<file path="config.mk">
export PLATFORM = sky130hd
export DESIGN_NAME = ripple_count_sequencer_flat
export DESIGN_NICKNAME = d
export VERILOG_FILES = /design/src/rtl/ripple_count_sequencer_if.sv /design/src/rtl/ripple_count_sequencer.sv /design/src/flat_wrapper.sv
export SDC_FILE = /design/constraint.sdc
export NUM_CORES = 1
export LEC_CHECK = 0
export BUFFER_PORTS_ARGS = -buffer_cell sky130_fd_sc_hd__buf_4
export CORE_UTILIZATION = 55
export DETAILED_ROUTE_END_ITERATION = 8
export MAX_ROUTING_LAYER = met4
export PLACE_DENSITY = 0.85
export SYNTH_ARGS = -nofsm -noshare
export SYNTH_HDL_FRONTEND = slang
export SYNTH_SLANG_ARGS = --single-unit
</file>
<file path="constraint.sdc">
create_clock -name clk -period 3.95 [get_ports clk]
set_clock_uncertainty 0.2 [all_clocks]
set_input_delay 0.79 -clock clk [delete_from_list [all_inputs] [get_ports clk]]
set_output_delay 0.79 -clock clk [all_outputs]
set_load 0.03 [all_outputs]
</file>
<file path="src/rtl/ripple_count_sequencer_if.sv">
// Bundles the control, counter and sample-stream signals of ripple_count_sequencer.
// The master modport is the sequencer side; the slave modport is the environment side.
interface ripple_count_sequencer_if #(
  parameter int WIDTH = 3
);
  logic             start;
  logic             stop;
  logic [WIDTH-1:0] mod_val;
  logic [WIDTH-1:0] cnt_q;
  logic             cnt_en;
  logic             cnt_clr;
  logic             sample_valid;
  logic             sample_ready;
  logic [WIDTH-1:0] sample_data;
  logic             tc;
  logic             busy;
  logic             err;

  modport master (
    input  start, stop, mod_val, cnt_q, sample_ready,
    output cnt_en, cnt_clr, sample_valid, sample_data, tc, busy, err
  );

  modport slave (
    output start, stop, mod_val, cnt_q, sample_ready,
    input  cnt_en, cnt_clr, sample_valid, sample_data, tc, busy, err
  );
endinterface

</file>
<file path="src/rtl/ripple_count_sequencer.sv">
// Sequencer that clears, steps and checks an external ripple counter and streams samples.
// Define RIPPLE_SEQ_ERR_HALT_EN to halt in an ERR state after a mismatching sample is accepted.
module ripple_count_sequencer #(
  parameter int WIDTH      = 3,
  parameter int SETTLE_CYC = 2
) (
  input logic                      clk,
  input logic                      rst,
  ripple_count_sequencer_if.master bus
);

  localparam int SW = (SETTLE_CYC > 1) ? $clog2(SETTLE_CYC) : 1;
  localparam logic [SW-1:0]    SETTLE_LAST = SW'(SETTLE_CYC - 1);
  localparam logic [SW-1:0]    S_ONE       = SW'(1);
  localparam logic [WIDTH-1:0] W_ONE       = WIDTH'(1);

`ifdef RIPPLE_SEQ_ERR_HALT_EN
  typedef enum logic [2:0] {IDLE, CLR, SETTLE, CHECK, STEP, ERR} state_t;
`else
  typedef enum logic [2:0] {IDLE, CLR, SETTLE, CHECK, STEP} state_t;
`endif

  state_t           state, state_nxt;
  logic [SW-1:0]    settle_cnt, settle_nxt;
  logic [WIDTH-1:0] exp_val, exp_nxt;
  logic [WIDTH-1:0] last, last_nxt;
  logic             stop_pend, stop_nxt;
  logic             cnt_en_r, cnt_en_nxt;
  logic             cnt_clr_r, cnt_clr_nxt;
  logic             valid_r, valid_nxt;
  logic [WIDTH-1:0] data_r, data_nxt;
  logic             tc_r, tc_nxt;
  logic             busy_r, busy_nxt;
  logic             err_r, err_nxt;
  logic             accept;

  assign accept = valid_r && bus.sample_ready;

  always_ff @(posedge clk) begin
    if (rst) begin
      state      <= IDLE;
      settle_cnt <= '0;
      exp_val    <= '0;
      last       <= '0;
      stop_pend  <= 1'b0;
      cnt_en_r   <= 1'b0;
      cnt_clr_r  <= 1'b0;
      valid_r    <= 1'b0;
      data_r     <= '0;
      tc_r       <= 1'b0;
      busy_r     <= 1'b0;
      err_r      <= 1'b0;
    end else begin
      state      <= state_nxt;
      settle_cnt <= settle_nxt;
      exp_val    <= exp_nxt;
      last       <= last_nxt;
      stop_pend  <= stop_nxt;
      cnt_en_r   <= cnt_en_nxt;
      cnt_clr_r  <= cnt_clr_nxt;
      valid_r    <= valid_nxt;
      data_r     <= data_nxt;
      tc_r       <= tc_nxt;
      busy_r     <= busy_nxt;
      err_r      <= err_nxt;
    end
  end

  // Outputs are computed one cycle ahead so every port is driven from a flop.
  always_comb begin
    state_nxt   = state;
    settle_nxt  = settle_cnt;
    exp_nxt     = exp_val;
    last_nxt    = last;
    stop_nxt    = stop_pend;
    cnt_en_nxt  = 1'b0;
    cnt_clr_nxt = 1'b0;
    valid_nxt   = valid_r;
    data_nxt    = data_r;
    tc_nxt      = 1'b0;
    busy_nxt    = busy_r;
    err_nxt     = err_r;

    if (state != IDLE && bus.stop) begin
      stop_nxt = 1'b1;
    end

    case (state)
      IDLE: begin
        if (bus.start) begin
          last_nxt    = (bus.mod_val == '0) ? '1 : bus.mod_val - W_ONE;
          exp_nxt     = '0;
          err_nxt     = 1'b0;
          stop_nxt    = 1'b0;
          cnt_clr_nxt = 1'b1;
          busy_nxt    = 1'b1;
          state_nxt   = CLR;
        end
      end

      CLR: begin
        settle_nxt = '0;
        state_nxt  = SETTLE;
      end

      STEP: begin
        settle_nxt = '0;
        state_nxt  = SETTLE;
      end

      SETTLE: begin
        if (settle_cnt == SETTLE_LAST) begin
          valid_nxt = 1'b1;
          data_nxt  = bus.cnt_q;
          if (bus.cnt_q != exp_val) begin
            err_nxt = 1'b1;
          end
          state_nxt = CHECK;
        end else begin
          settle_nxt = settle_cnt + S_ONE;
        end
      end

      CHECK: begin
        if (accept) begin
          valid_nxt = 1'b0;
`ifdef RIPPLE_SEQ_ERR_HALT_EN
          // err can only be set in this run by the sample being accepted now.
          if (err_r) begin
            busy_nxt  = 1'b0;
            state_nxt = ERR;
          end else
`endif
          if (stop_pend || bus.stop) begin
            busy_nxt  = 1'b0;
            stop_nxt  = 1'b0;
            state_nxt = IDLE;
          end else if (exp_val == last) begin
            tc_nxt      = 1'b1;
            exp_nxt     = '0;
            cnt_clr_nxt = 1'b1;
            state_nxt   = CLR;
          end else begin
            cnt_en_nxt = 1'b1;
            exp_nxt    = exp_val + W_ONE;
            state_nxt  = STEP;
          end
        end
      end

`ifdef RIPPLE_SEQ_ERR_HALT_EN
      ERR: begin
        busy_nxt = 1'b0;
        err_nxt  = 1'b1;
        if (bus.start) begin
          last_nxt    = (bus.mod_val == '0) ? '1 : bus.mod_val - W_ONE;
          exp_nxt     = '0;
          err_nxt     = 1'b0;
          stop_nxt    = 1'b0;
          cnt_clr_nxt = 1'b1;
          busy_nxt    = 1'b1;
          state_nxt   = CLR;
        end
      end
`endif

      default: begin
        valid_nxt = 1'b0;
        busy_nxt  = 1'b0;
        state_nxt = IDLE;
      end
    endcase
  end

  assign bus.cnt_en       = cnt_en_r;
  assign bus.cnt_clr      = cnt_clr_r;
  assign bus.sample_valid = valid_r;
  assign bus.sample_data  = data_r;
  assign bus.tc           = tc_r;
  assign bus.busy         = busy_r;
  assign bus.err          = err_r;

endmodule

</file>
<file path="src/flat_wrapper.sv">
// flat-port wrapper written by rule: the top's interface ports become plain ports
module ripple_count_sequencer_flat 
#(
  parameter int WIDTH      = 3,
  parameter int SETTLE_CYC = 2
)
  (clk, rst, bus_start, bus_stop, bus_mod_val, bus_cnt_q, bus_sample_ready, bus_cnt_en, bus_cnt_clr, bus_sample_valid, bus_sample_data, bus_tc, bus_busy, bus_err);
  ripple_count_sequencer_if #(.WIDTH(WIDTH)) bus_i ();
  input logic clk;
  input logic rst;
  input wire logic [$bits(bus_i.start)-1:0] bus_start;
  input wire logic [$bits(bus_i.stop)-1:0] bus_stop;
  input wire logic [$bits(bus_i.mod_val)-1:0] bus_mod_val;
  input wire logic [$bits(bus_i.cnt_q)-1:0] bus_cnt_q;
  input wire logic [$bits(bus_i.sample_ready)-1:0] bus_sample_ready;
  output wire logic [$bits(bus_i.cnt_en)-1:0] bus_cnt_en;
  output wire logic [$bits(bus_i.cnt_clr)-1:0] bus_cnt_clr;
  output wire logic [$bits(bus_i.sample_valid)-1:0] bus_sample_valid;
  output wire logic [$bits(bus_i.sample_data)-1:0] bus_sample_data;
  output wire logic [$bits(bus_i.tc)-1:0] bus_tc;
  output wire logic [$bits(bus_i.busy)-1:0] bus_busy;
  output wire logic [$bits(bus_i.err)-1:0] bus_err;
  assign bus_i.start = bus_start;
  assign bus_i.stop = bus_stop;
  assign bus_i.mod_val = bus_mod_val;
  assign bus_i.cnt_q = bus_cnt_q;
  assign bus_i.sample_ready = bus_sample_ready;
  assign bus_cnt_en = bus_i.cnt_en;
  assign bus_cnt_clr = bus_i.cnt_clr;
  assign bus_sample_valid = bus_i.sample_valid;
  assign bus_sample_data = bus_i.sample_data;
  assign bus_tc = bus_i.tc;
  assign bus_busy = bus_i.busy;
  assign bus_err = bus_i.err;
  ripple_count_sequencer #(.WIDTH(WIDTH), .SETTLE_CYC(SETTLE_CYC)) u_core (.clk(clk), .rst(rst), .bus(bus_i));
endmodule
</file>
---- Yosys cells after proc, flatten, opt, wreduce, memory -nomap -nowiden ----
Index checks and enable logic that the tools add are counted.
cells by class
  bitwise gates (word level) .............. 4
  muxes and demuxes ....................... 36
  equality and inequality tests ........... 12
  reductions and logical operators ........ 21
  add/subtract/negate cells ............... 3
operator list
  kind                 number
  $mux 3               10
  $mux 1               18
  $pmux 3 s4           1
  $reduce_and 4->1     3
  $ne 2x1->1 const B   4
  $pmux 1 s2           4
  $eq 3x2->1 const B   2
  $logic_not 3->1      2
  $pmux 1 s3           2
  $pmux 3 s2           1
  $reduce_and 3->1     2
  $reduce_bool 2->1    3
  $reduce_or 3->1      2
  $ne 2x2->1 const B   2
  $not 1->1            4
  $reduce_and 2->1     2
  $reduce_or 2->1      2
  $reduce_or 4->1      1
  $add 3x1->3 const B  1
  $eq 3x1->1 const B   1
  $eq 3x3->1           1
  $eq 3x3->1 const B   1
  $ne 3x3->1           1
  $reduce_bool 3->1    1
  4 further kinds      5
storage, ports and cells
  bits in registers ....................... 20
  word-level logic and storage cells ...... 88
  output and inout bits ................... 9

---- Logic depth before layout (Yosys ltp) ----
  depth after elaboration ................. 6
  gate-level depth with buffers ........... 5

---- Worst setup path before layout ----
OpenSTA, ideal clock, no wires.
  kind .................................... in2reg
  start point ............................. input port bus_sample_ready
  end point ............................... register u_core.exp_val[2]
  cell stages on the path ................. 4
  arrival time ............................ 1802 ps
  slack ................................... 1862 ps
  library setup time ...................... 86 ps
  buffers on the path ..................... 0
  required time ........................... 3664 ps
  path through ............................ nand4_2 -> nand3b_4 -> or4b_1 -> a211oi_1
between the ends
  cells in the longest elaborated chain, start to end .. 3
ends and longest elaborated chain
  element                     RTL line                      RTL
  start: declaration          flat_wrapper.sv:15            input wire logic [$bits(bus_i.sample_ready)-1:0] bus_sample_ready;
  $logic_and 1x1->1           ripple_count_sequencer.sv:37  assign accept = valid_r && bus.sample_ready;
  $ne 2x1->1 (no line)        -
  $reduce_and 4->1 (no line)  -
  end signal: assignment      ripple_count_sequencer.sv:56  exp_val <= exp_nxt;
  end: declaration            ripple_count_sequencer.sv:25  logic [WIDTH-1:0] exp_val, exp_nxt;
Every way passes these cells.
A chain may end at the register's enable or synchronous reset.

---- Worst setup path after layout ----
  start point ............................. register u_core.state[0]
  end point ............................... register u_core.exp_val[2]
between the ends
  cells in the longest elaborated chain, start to end .. 3
  elaborated cells on any way between the ends .. 8
  those cells by class .................... eq/ne (4); mux (1); reduce/logical (3)
ends and longest elaborated chain
  element                                             RTL line                      RTL
  start: declaration                                  ripple_count_sequencer.sv:23  state_t state, state_nxt;
  start signal: assignment                            ripple_count_sequencer.sv:54  state <= state_nxt;
  $eq 3x2->1 or $logic_not 3->1 (tied branches)       ripple_count_sequencer.sv:88  case (state)
  $ne 2x2->1 (no line), or another cell as far along  -
  $reduce_and 4->1 (no line)                          -
Several ways; a longest one is shown, not always the timed one.

==> out/results.ini <==
[grt]
overflow=0
grt_antenna_before_repair=0
grt_start_max_net_pins=21
first_global_vias=720
grt_usage_pct=21.7
grt_first_pass_wirelength_um=2970

[synth]
synth_most_common_cell=dfxtp_1
synthTopCellsByCount=dfxtp_1, nor2_1, a21oi_1
synth_cell_types=31
async_reset_ff_share_pct=0
ys_seq_area_share_pct=43.2
synth_edf_count=0
ys_seq_elements=20
synth_flop_cell=dfxtp_1
avgSynthCellArea_um2=8.73
yosys-top-cells-area=dfxtp_1, a21oi_1, nor2_1
synth.top_cell.area_share_pct=43.2
syn_area_um2=926
yosysTopAreaCell=dfxtp_1
synthCells=106
synthesis.nets=120
yosysWarnings=0

[critical_path]
max_stage_delay_ns=0.59
critPathKind=flip-flop to flip-flop
crit_path_max_fanout=14
slowest_stage=dfxtp_1
endpoint_kind=flip-flop
cp.required_ns=3.97
path_cells=nand4_2 -> nand3b_4 -> or4b_1 -> a211oi_1
cp_data_arrival_time_ns=2.10
worstSetupStartpointType=flip-flop

[clocking]
cts_tree=yes
cts_hold_buffers=0
clkTransAtPathRegs_ns=0.11
h-tree-depth=1
cts_root_buf=clkbuf_4
postCtsSetupBuffers=0
cts-resized-gates=0
cts.sinks=20
cts_buffer_depth=2
cts_made_buffers=3
clkLatencyLatePin_ns=0.30

[drt]
ant_nets=0
drt_iter0_drc=12
wirelength_um=1780
num_vias=797
vias_per_cell=5.73
drt_first_pass_iters=4
post_drt_wl_per_cell_um=12.8
drc=0

[power_and_ir_drop]
p_sw_share_pct=26.4
totalPowerFinal_mw=0.398
power_frac_comb_pct=14.8
powerDensity_nw_per_um2=362
power_leakage_nw=0.464
peakVddDrop_v=0.000259
p_int_mw=0.293
p_clk_share_pct=29.6
switchingPower_mw=0.105
p_seq_share_pct=55.7

[sta]
finalMaxSlewViolations=0
period_minus_slack_ns=2.08
slew_headroom_pct=48.2
setup_violations=0
tightest_slew_ns=0.770
rsz0062_at_grt=no
fin_crit_sh_pct=52.6
fmax_mhz=481
setup_ws_ns=1.87
finalHoldViolations=0
fin_tns_setup_ns=0

[worst_hold_path]
hold_class=flip-flop to flip-flop

[cells_and_area]
layout-drive-gt1-share_pct=20.3
nets=138
insertedDiodeCount=0
syn2layout_area_growth_pct=18.9

[floorplan]
start_util_pct=60.1
die-area_um2=1850
die_width_um=43.0
die_h_um=43.0
ioPinCount=20
rows=14
core-area_um2=1540

[place]
io_buffers=19
gp_congestion=0.783
dp_hpwl_um=1260
dpl_worst_slack_ns=1.57

[run]
maxCapViolations=0

[outcome]
status=completed

==> area by class of cell <==
cell class / count / area [µm²]
Clock buffer: 4 / 36.3
Fill cell: 124 / 440
Inverter: 5 / 18.8
Multi-Input combinational cell: 75 / 483
Sequential cell: 20 / 400
Tap cell: 16 / 20.0
Timing Repair Buffer: 19 / 143
==> cells by family (layout without fill, tap and decap cells) <==
kind of cell               count (synthesis)  count (layout)  share of synthesized area [%]
muxes                                      3               3                           3.24
DFF                                       20              20                           43.2
xor gates and xnor gates                   6               6                           5.68
and+or+nand+nor                           37              37                           22.2
buffers and inverters                     11              28                           4.59
adders and majority gates                  3               3                           4.05
AOI/OAI and AO/OA                         26              26                           17.0
==> through the flow <==
stage	cell area (µm²)	hold slack, ns	cells	utilization (%)
after floorplan	926	0.241	106	-
after global placement	1060	0.251	135	69.1
after detailed placement	1060	0.263	135	69.1
after CTS	1100	0.278	139	71.4
after global routing	1100	0.293	139	71.4
final	1100	0.271	139	71.4
==> layer usage <==
layer / up-vias / routed length, µm / GRT usage [%]
met3: 2 / 112 / 6.81
met1: 359 / 785 / 24.8
met4: 0 / 10 / 8.48
li1: 406 / - / -
met5: - / 0 / -
met2: 30 / 873 / 35.5
==> critical path: cells and delay by family (launching register included) <==
| family | cells | cell delay [ns] |
|---|---|---|
| AOI/OAI and AO/OA | 1 | 0.25 |
| DFF | 1 | 0.59 |
| and+or+nand+nor | 3 | 0.95 |
==> final timing paths <==
check / startpoint / end / slack [ns] / cells after the start
max: u_core.state[0]$_SDFFE_PP0P_ / u_core.exp_val[2]$_SDFFE_PP0P_ / 1.87 / 4
min: u_core.settle_cnt$_SDFFE_PP0P_ / u_core.settle_cnt$_SDFFE_PP0P_ / 0.27 / 2
max reg2reg: u_core.state[0]$_SDFFE_PP0P_ / u_core.exp_val[2]$_SDFFE_PP0P_ / 1.87 / 4
min reg2reg: u_core.settle_cnt$_SDFFE_PP0P_ / u_core.settle_cnt$_SDFFE_PP0P_ / 0.27 / 2
==> power by group through the flow <==
stage                     combinational (mW)  sequential (mW)  clock [mW]
after floorplan                       0.0389            0.226           0
after global placement                0.0574            0.226           0
after global routing                  0.0658            0.223       0.130
after detailed placement              0.0586            0.226           0
after CTS                             0.0592            0.221       0.120
final                                 0.0588            0.222       0.118
==> sequential cells by signal, summed over array words and instances (netlist names) <==
name	cells
u_core.bus.sample_data	3
u_core.exp_val	3
u_core.last	3
u_core.state	3
u_core.bus.busy	1
u_core.bus.cnt_clr	1
u_core.bus.cnt_en	1
u_core.bus.err	1
u_core.bus.sample_valid	1
u_core.bus.tc	1
u_core.settle_cnt	1
u_core.stop_pend	1
==> cells in the final DEF, fill, tap and decap left out, types with 2 or more instances in the layout <==
| master | instances |
|---|---|
| dfxtp_1 | 20 |
| buf_4 | 19 |
| nor2_1 | 12 |
| a21oi_1 | 10 |
| inv_1 | 5 |
| nand2_1 | 5 |
| nor3_1 | 5 |
| o21ai_0 | 5 |
| a211oi_1 | 4 |
| mux2i_1 | 3 |
| or3_1 | 3 |
| xor2_1 | 3 |
| nand3_1 | 3 |
| xnor2_1 | 3 |
| ha_1 | 3 |
| clkbuf_4 | 3 |
| nand2b_1 | 2 |
| nand4_1 | 2 |
Note: power is estimated with default switching activity, not from simulation.
